File: src/rtl/defender_input_pkg.sv
// Shared constants and state types for the Defender input conditioning stage.
//   - game select values carried on `mod`
//   - control mode encodings carried on `ctrl_mode`
//   - bit positions inside the packed joystick word
//   - state enums for the coin-pulse and reverse/thrust FSMs
package defender_input_pkg;

  // Game select
  localparam logic [7:0] MOD_DEFENDER = 8'd0;
  localparam logic [7:0] MOD_COLONY7  = 8'd1;
  localparam logic [7:0] MOD_MAYDAY   = 8'd2;
  localparam logic [7:0] MOD_JIN      = 8'd3;

  // Control mode
  localparam logic [1:0] CTRL_MODE1   = 2'b00;
  localparam logic [1:0] CTRL_MODE2   = 2'b01;
  localparam logic [1:0] CTRL_CABINET = 2'b10;

  // Joystick bit positions
  localparam int JOY_RIGHT    = 0;
  localparam int JOY_LEFT     = 1;
  localparam int JOY_DOWN     = 2;
  localparam int JOY_UP       = 3;
  localparam int JOY_FA       = 4;
  localparam int JOY_FB       = 5;
  localparam int JOY_FC       = 6;
  localparam int JOY_FD       = 7;
  localparam int JOY_FE       = 8;
  localparam int JOY_START1   = 9;
  localparam int JOY_START2   = 10;
  localparam int JOY_COIN     = 11;
  localparam int JOY_AUTOFIRE = 12;

  typedef enum logic [1:0] {
    C_IDLE  = 2'd0,
    C_PULSE = 2'd1,
    C_REL   = 2'd2
  } coin_state_e;

  typedef enum logic [1:0] {
    R_IDLE = 2'd0,
    R_REV  = 2'd1,
    R_THR  = 2'd2,
    R_HOLD = 2'd3
  } rev_state_e;

endpackage

File: src/rtl/input_sync2.sv
// Two-flop synchroniser for a bus of W bits, asynchronous active-low reset.
// Ports:
//   clk   - destination clock
//   rst_n - asynchronous active-low reset, clears both stages
//   d     - bus from the foreign domain
//   q     - synchronised bus, two clk cycles behind d
module input_sync2 #(
  parameter int W = 1
) (
  input  logic         clk,
  input  logic         rst_n,
  input  logic [W-1:0] d,
  output logic [W-1:0] q
);

  logic [W-1:0] meta_q;
  logic [W-1:0] sync_q;

  always_ff @(posedge clk or negedge rst_n) begin
    if (!rst_n) begin
      meta_q <= '0;
      sync_q <= '0;
    end else begin
      meta_q <= d;
      sync_q <= meta_q;
    end
  end

  assign q = sync_q;

endmodule

File: src/rtl/defender_input_ctl.sv
// Input conditioning between the HPS joystick/DIP path and the defender core's
// input0..2 ports, running in the clk_6 domain. Resynchronises clk_sys
// controls, stretches coin presses to a frame-timed pulse, runs the Mode 2
// joystick-to-reverse/thrust FSM for Defender and applies per-game bit maps.
//
// Optional feature: define DEFENDER_AUTOFIRE_EN to turn joy[12] into an
// autofire button on fire A (square wave, AUTOFIRE_FRAMES frames per half).
//
// Ports:
//   clk_6, reset_n      - core clock, asynchronous active-low reset
//   joy[31:0]           - joystick word (clk_sys domain)
//   mod[7:0]            - game select (clk_sys domain)
//   ctrl_mode[1:0]      - 00 Mode 1, 01 Mode 2, 10 Cabinet (clk_sys domain)
//   sw0/sw1/sw2[7:0]    - DIP bytes (clk_sys domain)
//   def_state           - ship facing from the core, 1 = facing left
//   vblank              - core vertical blank, rising edge is the frame tick
//   in0/in1/in2[7:0]    - registered inputs to the core
//   dbg_coin_state      - current coin FSM state
//   dbg_rev_state       - current reverse/thrust FSM state
module defender_input_ctl
  import defender_input_pkg::*;
#(
  parameter int unsigned COIN_FRAMES     = 3,
  parameter int unsigned REV_FRAMES      = 2,
  parameter int unsigned AUTOFIRE_FRAMES = 2
) (
  input  logic        clk_6,
  input  logic        reset_n,
  input  logic [31:0] joy,
  input  logic [7:0]  mod,
  input  logic [1:0]  ctrl_mode,
  input  logic [7:0]  sw0,
  input  logic [7:0]  sw1,
  input  logic [7:0]  sw2,
  input  logic        def_state,
  input  logic        vblank,
  output logic [7:0]  in0,
  output logic [7:0]  in1,
  output logic [7:0]  in2,
  output coin_state_e dbg_coin_state,
  output rev_state_e  dbg_rev_state
);

  localparam logic [7:0] COIN_LOAD = 8'(COIN_FRAMES);
  localparam logic [7:0] REV_LOAD  = 8'(REV_FRAMES);

  // Synchronised copies of the clk_sys controls
  logic [31:0] joy_s;
  logic [7:0]  mod_s;
  logic [1:0]  ctrl_s;
  logic [7:0]  sw0_s, sw1_s, sw2_s;

  input_sync2 #(.W(32)) u_sync_joy  (.clk(clk_6), .rst_n(reset_n), .d(joy),       .q(joy_s));
  input_sync2 #(.W(8))  u_sync_mod  (.clk(clk_6), .rst_n(reset_n), .d(mod),       .q(mod_s));
  input_sync2 #(.W(2))  u_sync_ctrl (.clk(clk_6), .rst_n(reset_n), .d(ctrl_mode), .q(ctrl_s));
  input_sync2 #(.W(8))  u_sync_sw0  (.clk(clk_6), .rst_n(reset_n), .d(sw0),       .q(sw0_s));
  input_sync2 #(.W(8))  u_sync_sw1  (.clk(clk_6), .rst_n(reset_n), .d(sw1),       .q(sw1_s));
  input_sync2 #(.W(8))  u_sync_sw2  (.clk(clk_6), .rst_n(reset_n), .d(sw2),       .q(sw2_s));

  logic        vblank_q,    vblank_d;
  logic [7:0]  mod_q,       mod_d;
  logic        coin_prev_q, coin_prev_d;
  logic [1:0]  settle_q,    settle_d;
  coin_state_e coin_state_q, coin_state_d;
  logic [7:0]  coin_cnt_q,  coin_cnt_d;
  rev_state_e  rev_state_q, rev_state_d;
  logic [7:0]  rev_cnt_q,   rev_cnt_d;
  logic [7:0]  in0_q, in0_d, in1_q, in1_d, in2_q, in2_d;

  logic right, left, down, up, fa, fb, fc, fd, fe, s1, s2, coin_raw;
  logic ftick, mod_chg, coin_rise;
  logic rev_active, dir_held, dir_left, rev_match;
  logic coin_out, reverse, thrust, x_bit, y_bit;
  logic [7:0] map1, map2;

  logic unused_joy;
  assign unused_joy = ^joy_s[31:13];

`ifdef DEFENDER_AUTOFIRE_EN
  logic       af_btn;
  logic       af_phase_q, af_phase_d;
  logic [7:0] af_cnt_q,   af_cnt_d;

  assign af_btn = joy_s[JOY_AUTOFIRE];

  // Phase starts high on press; each AUTOFIRE_FRAMES ticks flips it.
  always_comb begin
    af_phase_d = af_phase_q;
    af_cnt_d   = af_cnt_q;
    if (!af_btn) begin
      af_phase_d = 1'b1;
      af_cnt_d   = '0;
    end else if (ftick) begin
      if (af_cnt_q + 8'd1 >= 8'(AUTOFIRE_FRAMES)) begin
        af_phase_d = ~af_phase_q;
        af_cnt_d   = '0;
      end else begin
        af_cnt_d = af_cnt_q + 8'd1;
      end
    end
  end

  always_ff @(posedge clk_6 or negedge reset_n) begin
    if (!reset_n) begin
      af_phase_q <= 1'b1;
      af_cnt_q   <= '0;
    end else begin
      af_phase_q <= af_phase_d;
      af_cnt_q   <= af_cnt_d;
    end
  end

  assign fa = joy_s[JOY_FA] | (af_btn & af_phase_q);
`else
  logic [8:0] unused_af;
  assign unused_af = {joy_s[JOY_AUTOFIRE], 8'(AUTOFIRE_FRAMES)};
  assign fa = joy_s[JOY_FA];
`endif

  assign right    = joy_s[JOY_RIGHT];
  assign left     = joy_s[JOY_LEFT];
  assign down     = joy_s[JOY_DOWN];
  assign up       = joy_s[JOY_UP];
  assign fb       = joy_s[JOY_FB];
  assign fc       = joy_s[JOY_FC];
  assign fd       = joy_s[JOY_FD];
  assign fe       = joy_s[JOY_FE];
  assign s1       = joy_s[JOY_START1];
  assign s2       = joy_s[JOY_START2];
  assign coin_raw = joy_s[JOY_COIN];

  always_comb begin
    vblank_d = vblank;
    mod_d    = mod_s;
    settle_d = {settle_q[0], 1'b1};
    // Until the synchroniser has flushed, pretend the coin was already held:
    // a coin held through reset must not produce a pulse.
    coin_prev_d = settle_q[1] ? coin_raw : 1'b1;

    ftick     = vblank & ~vblank_q;
    mod_chg   = (mod_s != mod_q);
    coin_rise = coin_raw & ~coin_prev_q;

    // Coin FSM
    coin_state_d = coin_state_q;
    coin_cnt_d   = coin_cnt_q;
    if (mod_chg) begin
      coin_state_d = C_REL;
      coin_cnt_d   = '0;
    end else begin
      case (coin_state_q)
        C_IDLE: begin
          // A tick on the entry cycle is not counted: the load wins.
          if (coin_rise) begin
            coin_state_d = C_PULSE;
            coin_cnt_d   = COIN_LOAD;
          end
        end
        C_PULSE: begin
          if (ftick) begin
            if (coin_cnt_q <= 8'd1) begin
              coin_state_d = C_REL;
              coin_cnt_d   = '0;
            end else begin
              coin_cnt_d = coin_cnt_q - 8'd1;
            end
          end
        end
        C_REL: begin
          if (!coin_raw) coin_state_d = C_IDLE;
        end
        default: begin
          coin_state_d = C_IDLE;
          coin_cnt_d   = '0;
        end
      endcase
    end

    // Reverse/thrust FSM: right wins when both directions are held.
    rev_active = (mod_s == MOD_DEFENDER) && (ctrl_s == CTRL_MODE2);
    dir_held   = right | left;
    dir_left   = ~right & left;
    rev_match  = dir_held & (dir_left == def_state);

    rev_state_d = rev_state_q;
    rev_cnt_d   = rev_cnt_q;
    if (!rev_active || mod_chg) begin
      rev_state_d = R_IDLE;
      rev_cnt_d   = '0;
    end else begin
      case (rev_state_q)
        R_IDLE: begin
          if (rev_match) begin
            rev_state_d = R_THR;
          end else if (dir_held) begin
            rev_state_d = R_REV;
            rev_cnt_d   = REV_LOAD;
          end
        end
        R_REV: begin
          if (rev_match) begin
            rev_state_d = R_THR;
            rev_cnt_d   = '0;
          end else if (ftick) begin
            if (rev_cnt_q <= 8'd1) begin
              rev_state_d = R_HOLD;
              rev_cnt_d   = '0;
            end else begin
              rev_cnt_d = rev_cnt_q - 8'd1;
            end
          end
        end
        R_THR: begin
          if (!dir_held) begin
            rev_state_d = R_IDLE;
          end else if (!rev_match) begin
            rev_state_d = R_REV;
            rev_cnt_d   = REV_LOAD;
          end
        end
        R_HOLD: begin
          if (rev_match)      rev_state_d = R_THR;
          else if (!dir_held) rev_state_d = R_IDLE;
        end
        default: begin
          rev_state_d = R_IDLE;
          rev_cnt_d   = '0;
        end
      endcase
    end

    // Outputs follow the next state so they line up with the state register.
    coin_out = (coin_state_d == C_PULSE);
    reverse  = (rev_state_d == R_REV);
    thrust   = (rev_state_d == R_THR);

    case (ctrl_s)
      CTRL_MODE2:   begin x_bit = reverse; y_bit = thrust; end
      CTRL_CABINET: begin x_bit = fe;      y_bit = fb;     end
      default:      begin x_bit = left | right; y_bit = fb; end
    endcase

    map1 = '0;
    map2 = '0;
    case (mod_s)
      MOD_DEFENDER: begin
        map1 = {down, x_bit, s1, s2, fd, fc, y_bit, fa};
        map2 = {7'b0, up};
      end
      MOD_COLONY7: begin
        map1 = {fb, fa, s1, s2, up, left, right, down};
        map2 = {7'b0, fc};
      end
      MOD_MAYDAY: begin
        map1 = {down, 1'b0, s1, s2, fb, fc, right, fa};
        map2 = {7'b0, up};
      end
      MOD_JIN: begin
        map1 = {fb, fa, s1, s2, right, left, down, up};
      end
      default: begin
        map1 = '0;
        map2 = '0;
      end
    endcase

    in0_d = sw0_s | {3'b0, coin_out, 4'b0};
    in1_d = sw1_s | map1;
    in2_d = sw2_s | map2;
  end

  always_ff @(posedge clk_6 or negedge reset_n) begin
    if (!reset_n) begin
      vblank_q     <= 1'b0;
      mod_q        <= '0;
      coin_prev_q  <= 1'b1;
      settle_q     <= '0;
      coin_state_q <= C_IDLE;
      coin_cnt_q   <= '0;
      rev_state_q  <= R_IDLE;
      rev_cnt_q    <= '0;
      in0_q        <= '0;
      in1_q        <= '0;
      in2_q        <= '0;
    end else begin
      vblank_q     <= vblank_d;
      mod_q        <= mod_d;
      coin_prev_q  <= coin_prev_d;
      settle_q     <= settle_d;
      coin_state_q <= coin_state_d;
      coin_cnt_q   <= coin_cnt_d;
      rev_state_q  <= rev_state_d;
      rev_cnt_q    <= rev_cnt_d;
      in0_q        <= in0_d;
      in1_q        <= in1_d;
      in2_q        <= in2_d;
    end
  end

  assign in0            = in0_q;
  assign in1            = in1_q;
  assign in2            = in2_q;
  assign dbg_coin_state = coin_state_q;
  assign dbg_rev_state  = rev_state_q;

endmodule

File: config.mk
export PLATFORM = sky130hd
export DESIGN_NAME = defender_input_ctl
export DESIGN_NICKNAME = d
export VERILOG_FILES = /design/src/rtl/defender_input_pkg.sv /design/src/rtl/input_sync2.sv /design/src/rtl/defender_input_ctl.sv
export SDC_FILE = /design/constraint.sdc
export NUM_CORES = 1
export LEC_CHECK = 0
export ABC_AREA = 1
export CAP_MARGIN = 25
export CORE_UTILIZATION = 53
export CTS_CLUSTER_SIZE = 12
export DETAILED_ROUTE_END_ITERATION = 8
export HOLD_SLACK_MARGIN = 0.15
export PLACE_DENSITY = 0.79
export SYNTH_ARGS = -nofsm -noshare
export SYNTH_HDL_FRONTEND = slang
export SYNTH_HIERARCHICAL = 1
export SYNTH_SLANG_ARGS = --single-unit
File: constraint.sdc
create_clock -name clk_6 -period 2.24 [get_ports clk_6]
set_input_delay 0.448 -clock clk_6 [delete_from_list [all_inputs] [get_ports clk_6]]
set_output_delay 0.448 -clock clk_6 [all_outputs]
set_load 0.1 [all_outputs]
==> run_results.csv, run 1 <==
group,metric,value,unit
layout,insertedDiodeCount,0,
setup_path,crit_required,2680,ps
setup_path,critPathLaunchType,"flop",
clocking,ctsResizeCount,0,
layout,multi_input_area,1050,µm²
clocking,hold_buffers,1,
detailed_routing,ant_nets,0,
setup_path,cp.depth,10,
sta,fmax,494,MHz
sta,grt_setup_unrepaired,"no",
grt,antenna_found_initial,0,
clocking,clk_pin_slew,60,ps
sta,clock_skew,16.0,ps
floorplanning,num_rows,35,
synth,synth_nets,472,
sta,tightestPinTransition,648,ps
layout,seqCellArea,3700,µm²
setup_path,cp-startpoint,"u_sync_ctrl/q[1]$_DFF_PN0_",
power_and_ir_drop,p_leak,3.07,nW
power_and_ir_drop,powerDensity,935,nW/µm²
setup_path,path_max_fanout,13,
floorplanning,core-area,9150,µm²
sta,setup_viol,0,
sta,final.period_utilization,90.3,%
setup_path,rrSetupSlack,220,ps
detailed_routing,wl,9.70,mm
clocking,cts.sinks,148,
placement,io_buffers,77,
clocking,cts_tree,"built",
grt,grt_pass1_wl,16.0,mm
detailed_routing,vias,3129,
layout,area_growth,29.1,%
grt,grt_use_total,22.2,%
floorplanning,pin_count,98,
setup_path,cp_num_buf_inv,2,
synth,postSynthCellCount,396,
detailed_routing,drc,0,
setup_path,crit_end,"rev_cnt_q[6]$_DFFE_PN0P_",
grt,grt_start_max_net_pins,60,
layout,num-nets-final,570,
clocking,htree_levels,4,
layout,layout_common_cells,"dfrtp_1, nand2_1, clkdlybuf4s50_1, inv_1, nor2_1",
setup_path,crit_type,"flop to flop",
clocking,post_cts_buffers,0,
layout,layout_commonest_cell,"dfrtp_1",
detailed_routing,wl_per_cell,15.8,µm
synth,yosysWarningCount,6,
clocking,clock-root-buffer,"clkbuf_8",
clocking,clk_path_buf_depth,2,
detailed_routing,drt-vias-per-instance,5.08,
worst_hold_path,hold_class,"flop to flop",
sta,fin_crit,2020,ps
sta,hold_viol_final,0,
placement,dp_hpwl,6.01,mm
detailed_routing,drt_first_pass_iters,4,
setup_path,crit_path_top_delay_cell,"dfrtp_1",
outcome,status,"finished, final reports clean",
setup_path,path_common_cell,"inv_1",
layout,n_fill_cell,606,
setup_path,crit_arrival,2460,ps
floorplanning,start_util,54.4,%
detailed_routing,initialDrtViolationCount,136,
floorplanning,die_area,9790,µm²
synth,syn_area_per_cell,12.6,µm²
grt,grt.overflow.total,0,
sta,slew_violations,0,
setup_path,cpPeakStageDelay,400,ps
setup_path,end_kind,"flop",
setup_path,r2r_end,"rev_cnt_q[6]$_DFFE_PN0P_",
setup_path,r2r_start,"u_sync_ctrl/q[1]$_DFF_PN0_",
setup_path,critPathTopFamily,"simple AND/OR/NAND/NOR gates",
floorplanning,die_y,98.9,µm
sta,setup_tns,0,ps
power_and_ir_drop,peakVddDrop,0.650,mV
placement,gp_congestion,0.858,
setup_path,reg2reg_depth,10,
layout,drive_gt1_share,16.8,%
power_and_ir_drop,p_total,6.01,mW
grt,grt_pass1_vias,3486,
floorplanning,die_w,98.9,µm
clocking,clkLatencyLatePin,510,ps
sta,max_slew_margin,56.4,%
run,drv_cap,0,
synth,synth_area,4980,µm²
setup_path,path_cells,"inv_1 -> ha_1 -> inv_1 -> nor3_4 -> nand3_4 -> nor2_4 -> nand3_2 -> nand3_1 -> nand2_1 -> nor2_1",
clocking,cts_made_buffers,17,
==> through the flow <==
stage | worst slack [ps] | utilization (%) | hold slack, ps | instances | area, µm²
floorplan | 170 | - | 152 | 396 | 4980
global placement | 50.6 | 63.9 | 332 | 585 | 5850
detailed placement | 7.31 | 63.9 | 335 | 585 | 5850
CTS | 213 | 70.3 | 345 | 616 | 6430
global route | 11.5 | 70.3 | 347 | 616 | 6430
finish | 216 | 70.3 | 343 | 616 | 6430
==> routing by layer <==
metal  GRT usage, %  share of wire, %
met1           23.7                39
met2           39.9                54
met3           7.30               5.2
met4           10.2               2.2
met5              0                 0
==> power breakdown <==
part	internal, mW	total (mW)	switching, mW
combinational	0.139	0.431	0.292
clock	1.63	2.73	1.11
sequential	2.79	2.84	0.0523
==> how the worst min path moves through the flow <==
stage	start	end	slack (ps)	depth (start not counted)
after floorplan	reset_n	coin_cnt_q[0]$_DFFE_PN0P_	150	0
after global placement	u_sync_sw0/meta_q[0]$_DFF_PN0_	u_sync_sw0/q[0]$_DFF_PN0_	330	0
after detailed placement	u_sync_sw0/q[7]$_DFF_PN0_	in0[7]$_DFF_PN0_	330	0
after CTS	sw1[3]	u_sync_sw1/meta_q[3]$_DFF_PN0_	340	1
after global routing	u_sync_joy/meta_q[8]$_DFF_PN0_	u_sync_joy/q[8]$_DFF_PN0_	350	0
final	u_sync_sw2/q[1]$_DFF_PN0_	in2[1]$_DFF_PN0_	340	0
==> area by class of cell <==
cell class / instances / area share (%)
inverters: 54 / 3.15
clock inverters: 12 / 2.26
well taps: 111 / 2.16
flip-flops and latches: 148 / 57.6
repair buffers: 81 / 11.8
multi-input cells: 192 / 16.3
clock buffers: 18 / 6.65
Power figures use the tool's default switching activity.
==> run 2: changes to the inputs <==
--- a/config.mk
+++ b/config.mk
@@ -7,9 +7,11 @@
 export LEC_CHECK = 0
 export ABC_AREA = 1
 export CAP_MARGIN = 25
-export CORE_UTILIZATION = 53
+export CORE_UTILIZATION = 63
 export CTS_CLUSTER_SIZE = 12
 export DETAILED_ROUTE_END_ITERATION = 8
+export DONT_BUFFER_PORTS = 1
+export GPL_ROUTABILITY_DRIVEN = 0
 export HOLD_SLACK_MARGIN = 0.15
 export PLACE_DENSITY = 0.79
 export SYNTH_ARGS = -nofsm -noshare
==> run 2 against run 1 <==
Against the previous run:
- the flow now finishes with violations (negative hold slack, negative setup slack)
- hold slack got worse by 730 ps
- design area fell by 1.1%
- utilization rose by 12 points
- register-to-register slack got worse by 240 ps
- sequential cell count did not move
- global-route usage rose by 12 points
- combinational power fell by 13%
- sequential share of layout area rose by 0.67 points
- die area fell by 16%
- cell count fell by 2.1%
- critical path depth fell by 1
- total power fell by 0.16%
==> run_results.csv, run 2 (synthesized netlist as in run 1, its figures left out) <==
group,metric,value,unit
placement,post-place-cells,524,
power_and_ir_drop,seqPwrFrac,47.6,%
floorplanning,die_y,90.9,µm
sta,final.period_utilization,101,%
setup_path,critPathLaunchType,"flop",
floorplanning,pin_count,98,
layout,fin_cells,603,
floorplanning,core-area,7690,µm²
floorplanning,die_area,8270,µm²
floorplanning,num_rows,32,
grt,grt_use_total,34.3,%
placement,dp_slack,251,ps
detailed_routing,drt_first_pass_iters,5,
setup_path,path_max_fanout,6,
detailed_routing,wl,13.3,mm
detailed_routing,drc,0,
detailed_routing,drt-vias-per-instance,5.88,
sta,setup_tns,-19.5,ps
grt,grt_pass1_wl,20.3,mm
clocking,cts_tree,"built",
floorplanning,start_util,64.8,%
sta,fmax,443,MHz
power_and_ir_drop,power.switching,1.56,mW
grt,grt.overflow.total,0,
setup_path,crit_arrival,2700,ps
clocking,clk_path_buf_depth,2,
setup_path,reg2reg_depth,9,
layout,n_fill_cell,337,
detailed_routing,vias,3547,
clocking,post_cts_buffers,0,
floorplanning,die_w,90.9,µm
grt,antenna_found_initial,0,
power_and_ir_drop,p_int,4.44,mW
layout,area_growth,27.6,%
layout,fin_util,82.7,%
outcome,failed_checks,"negative hold slack, negative setup slack",
sta,max_slew_margin,41.1,%
layout,layout_common_cells,"dfrtp_1, nand2_1, dlygate4sd3_1, inv_1, nor2_1",
sta,fin_crit,2260,ps
run,drv_cap,0,
sta,fin_ws,-19.5,ps
layout,layout_commonest_cell,"dfrtp_1",
layout,insertedDiodeCount,0,
setup_path,end_kind,"flop",
power_and_ir_drop,switching_share,26.0,%
outcome,status,"finished, violations left",
clocking,cts.sinks,148,
detailed_routing,ant_nets,0,
clocking,clock-root-buffer,"clkbuf_8",
power_and_ir_drop,powerDensity,944,nW/µm²
power_and_ir_drop,comb_power_share,6.3,%
detailed_routing,initialDrtViolationCount,373,
power_and_ir_drop,p_leak,3.04,nW
placement,io_buffers,0,
setup_path,path_cells,"nor2_1 -> inv_1 -> nor2_1 -> inv_1 -> nor2_4 -> nand3_1 -> o21ai_1 -> a21oi_1 -> nand3b_1",
power_and_ir_drop,peakVddDrop,0.731,mV
sta,hold_viol_final,148,
sta,setup_viol,1,
clocking,clkLatencyLatePin,520,ps
setup_path,cpPeakStageDelay,420,ps
grt,grt_pass1_vias,3806,
sta,slew_violations,0,
placement,dp_hpwl,5.35,mm
power_and_ir_drop,clockPowerShare,46.1,%
worst_hold_path,hold_class,"input pin to asynchronous set/reset pin",
sta,hold_ws,-386,ps
clocking,clk_pin_slew,70,ps
setup_path,rrSetupSlack,-20,ps
layout,num-nets-final,564,
grt,grt_start_max_net_pins,149,
setup_path,crit_path_top_delay_cell,"dfrtp_1",
sta,tightestPinTransition,876,ps
clocking,hold_buffers,47,
sta,clock_skew,11.3,ps
detailed_routing,wl_per_cell,22.0,µm
clocking,htree_levels,4,
layout,drive_gt1_share,17.2,%
setup_path,crit_type,"flop to flop",
clocking,cts_made_buffers,17,
setup_path,crit_required,2680,ps
run 2: layer usage:
metal  GRT usage [%]  vias up  share of wire, %
li1                -     1446                 -
met1            39.1     1748                34
met2            58.7      264                51
met3            7.32       89               6.8
met4            22.4        0               7.8
met5               0        -                 0
run 2: worst paths after layout:
check	start	end
worst max-delay path	u_sync_mod/q[3]$_DFF_PN0_	in1[3]$_DFF_PN0_
worst min-delay path	reset_n	u_sync_ctrl/q[0]$_DFF_PN0_
worst max register to register	u_sync_mod/q[3]$_DFF_PN0_	in1[3]$_DFF_PN0_
worst min register to register	u_sync_sw2/meta_q[5]$_DFF_PN0_	u_sync_sw2/q[5]$_DFF_PN0_
max in group asynchronous	reset_n	coin_prev_q$_DFF_PN1_
min in group clk_6	vblank	dbg_coin_state[1]$_DFF_PN0_
run 2: critical path, delay by kind of cell (launching register included):
family | cells | cell delay [ps]
AOI/OAI and AO/OA | 2 | 300
and+or+nand+nor | 5 | 1160
buffers and inverters | 2 | 290
DFF | 1 | 420
run 2: final cells by class:
type	count	area [µm²]	area share, %
flip-flops and latches	148	3700	58.3
multi-input cells	192	1070	16.9
repair buffers	75	681	10.7
clock buffers	18	428	6.73
inverters	54	203	3.19
clock inverters	14	139	2.19
well taps	102	128	2.01
run 2: power groups by stage:
stage / Sequential (mW) / Clock [mW] / Combinational (mW)
after floorplan: 3.04 / 0 / 0.0584
after global placement: 2.88 / 0 / 0.277
after detailed placement: 2.89 / 0 / 0.281
after CTS: 2.85 / 2.73 / 0.354
after global routing: 2.86 / 2.86 / 0.384
final: 2.86 / 2.77 / 0.376
run 2: metrics by stage:
stage | power, mW | hold WS [ps] | area [µm²]
2_1_floorplan | 3.10 | 152 | 4980
3_3_place_gp | 3.16 | 155 | 5300
3_5_place_dp | 3.17 | 154 | 5300
4_1_cts | 5.93 | -399 | 6330
5_1_grt | 6.11 | -398 | 6360
6_report | 6.00 | -386 | 6360
run 2: timing repair:
item	CTS	global route
gates resized for setup	0	5
hold endpoints to repair	195	148
endpoints found under the setup margin	0	8
==> run 3: changes to the inputs <==
--- a/config.mk
+++ b/config.mk
@@ -5,7 +5,6 @@
 export SDC_FILE = /design/constraint.sdc
 export NUM_CORES = 1
 export LEC_CHECK = 0
-export ABC_AREA = 1
 export CAP_MARGIN = 25
 export CORE_UTILIZATION = 63
 export CTS_CLUSTER_SIZE = 12
@@ -18,3 +17,4 @@
 export SYNTH_HDL_FRONTEND = slang
 export SYNTH_HIERARCHICAL = 1
 export SYNTH_SLANG_ARGS = --single-unit
+export TNS_END_PERCENT = 50
==> run 3 against run 2 <==
Against the previous run:
- the run ends with negative hold slack left
- cell count decreased by 10%
- critical path depth decreased by 4
- global-route usage decreased by 2.4 points
- sequential share of layout area shrank 0.21 points
- utilization grew 0.33 points
- combinational power up 4%
- sequential power about the same
- clock-buffer cell count down 1
- die area about the same
- synthesized cell count down 16%
- setup slack better by 67 ps
- clock power grew 4%
==> run_results.csv, run 3 <==
group,metric,value,unit
clocking,cts_tree,"built",
grt,antenna_found_initial,0,
power_and_ir_drop,peakVddDrop,0.843,mV
floorplanning,num_rows,32,
floorplanning,core-area,7690,µm²
clocking,htree_levels,4,
setup_path,critPathLaunchType,"flop",
sta,setup_tns,0,ps
sta,fin_crit,2190,ps
floorplanning,start_util,64.8,%
synth,synth_nets,410,
floorplanning,die_y,90.9,µm
detailed_routing,wl_per_cell,22.0,µm
floorplanning,die_area,8260,µm²
placement,io_buffers,0,
run,drv_cap,0,
sta,slew_violations,0,
layout,insertedDiodeCount,0,
layout,num-nets-final,501,
synth,syn_area_per_cell,14.9,µm²
placement,dp_hpwl,5.31,mm
detailed_routing,vias,3181,
floorplanning,die_w,90.9,µm
detailed_routing,drt_first_pass_iters,6,
setup_path,rrSetupSlack,50,ps
clocking,clk_path_buf_depth,2,
outcome,failed_checks,"negative hold slack",
grt,grt_pass1_wl,18.8,mm
clocking,cts_made_buffers,17,
worst_hold_path,hold_class,"input pin to asynchronous set/reset pin",
grt,grt_pass1_vias,3456,
floorplanning,pin_count,98,
sta,setup_viol,0,
setup_path,crit_type,"flop to flop",
clocking,clock-root-buffer,"clkbuf_8",
sta,hold_ws,-387,ps
grt,grt_start_max_net_pins,149,
layout,area_growth,28.1,%
layout,fin_util,83.0,%
power_and_ir_drop,p_leak,2.82,nW
clocking,hold_buffers,47,
grt,grt_use_total,31.9,%
synth,yosysWarningCount,6,
setup_path,crit_required,2700,ps
detailed_routing,initialDrtViolationCount,162,
sta,final.period_utilization,97.9,%
sta,clock_skew,11.4,ps
layout,drive_gt1_share,18.9,%
detailed_routing,drc,0,
setup_path,end_kind,"flop",
synth,synth_area,4980,µm²
sta,hold_viol_final,148,
sta,tightestPinTransition,602,ps
synth,postSynthCellCount,334,
outcome,status,"finished, violations left",
clocking,clk_pin_slew,70,ps
detailed_routing,wl,11.9,mm
layout,layout_commonest_cell,"dfrtp_1",
sta,grt_setup_unrepaired,"no",
sta,fmax,456,MHz
sta,max_slew_margin,59.6,%
detailed_routing,ant_nets,0,
clocking,clkLatencyLatePin,530,ps
power_and_ir_drop,powerDensity,960,nW/µm²
setup_path,path_max_fanout,9,
detailed_routing,drt-vias-per-instance,5.89,
layout,layout_common_cells,"dfrtp_1, dlygate4sd3_1, buf_4, nor2_1, clkbuf_16",
clocking,cts.sinks,148,
setup_path,crit_arrival,2650,ps
grt,grt.overflow.total,0,
==> run 3: area by class of cell <==
| type | instances | area [µm²] |
|---|---|---|
| Clock buffer | 17 | 414 |
| Clock inverter | 15 | 179 |
| Fill cell | 358 | 1310 |
| Inverter | 12 | 45.0 |
| Multi-Input combinational cell | 167 | 1200 |
| Sequential cell | 148 | 3710 |
| Tap cell | 102 | 128 |
| Timing Repair Buffer | 79 | 711 |
==> run 3: report_power, final <==
group	total [mW]	leakage [nW]	internal [mW]	switching (mW)
Combinational	0.391	0.771	0.131	0.259
Clock	2.87	0.285	1.63	1.24
Sequential	2.86	1.76	2.79	0.0687
==> run 3: worst max-delay path, stage by stage (launching register included) <==
cell and delay, ps:
dfrtp_1 440, nor4_4 440, nand4_1 270, or3_1 550
nor2_1 240, a2111o_1 180
==> run 3: worst paths after layout <==
path,from,endpoint,cells past startpoint
hold reg to reg,u_sync_sw1/meta_q[1]$_DFF_PN0_,u_sync_sw1/q[1]$_DFF_PN0_,0
min in group clk_6,u_sync_sw1/meta_q[1]$_DFF_PN0_,u_sync_sw1/q[1]$_DFF_PN0_,0
max in group asynchronous,reset_n,coin_prev_q$_DFF_PN1_,0
setup / recovery,u_sync_mod/q[3]$_DFF_PN0_,in1[1]$_DFF_PN0_,5
setup reg to reg,u_sync_mod/q[3]$_DFF_PN0_,in1[1]$_DFF_PN0_,5
hold / removal,reset_n,u_sync_sw1/meta_q[7]$_DFF_PN0_,0
==> run 3: per-stage QoR <==
step	total power, mW	hold slack (ps)	instance area (µm²)	cells	worst slack [ps]
after floorplan	3.13	152	4980	334	101
after detailed placement	3.20	157	5310	461	262
after CTS	6.08	-398	6370	540	179
final	6.12	-387	6380	540	47.6
after global placement	3.18	156	5310	461	319
after global routing	6.27	-406	6380	540	6.06
==> run 3: what timing repair did <==
item | CTS | global route
hold endpoints to repair | 195 | 148
endpoints found under the setup margin | 0 | 4
setup buffers | 0 | 0
resized for setup | 0 | 2
==> run 3: per-layer routing <==
metal	routed length, µm	track usage (%)	vias up
met1	4200	36.4	1626
met3	696	8.33	45
met5	0	0	-
met2	6460	55.2	156
met4	507	17.2	0
li1	-	-	1354
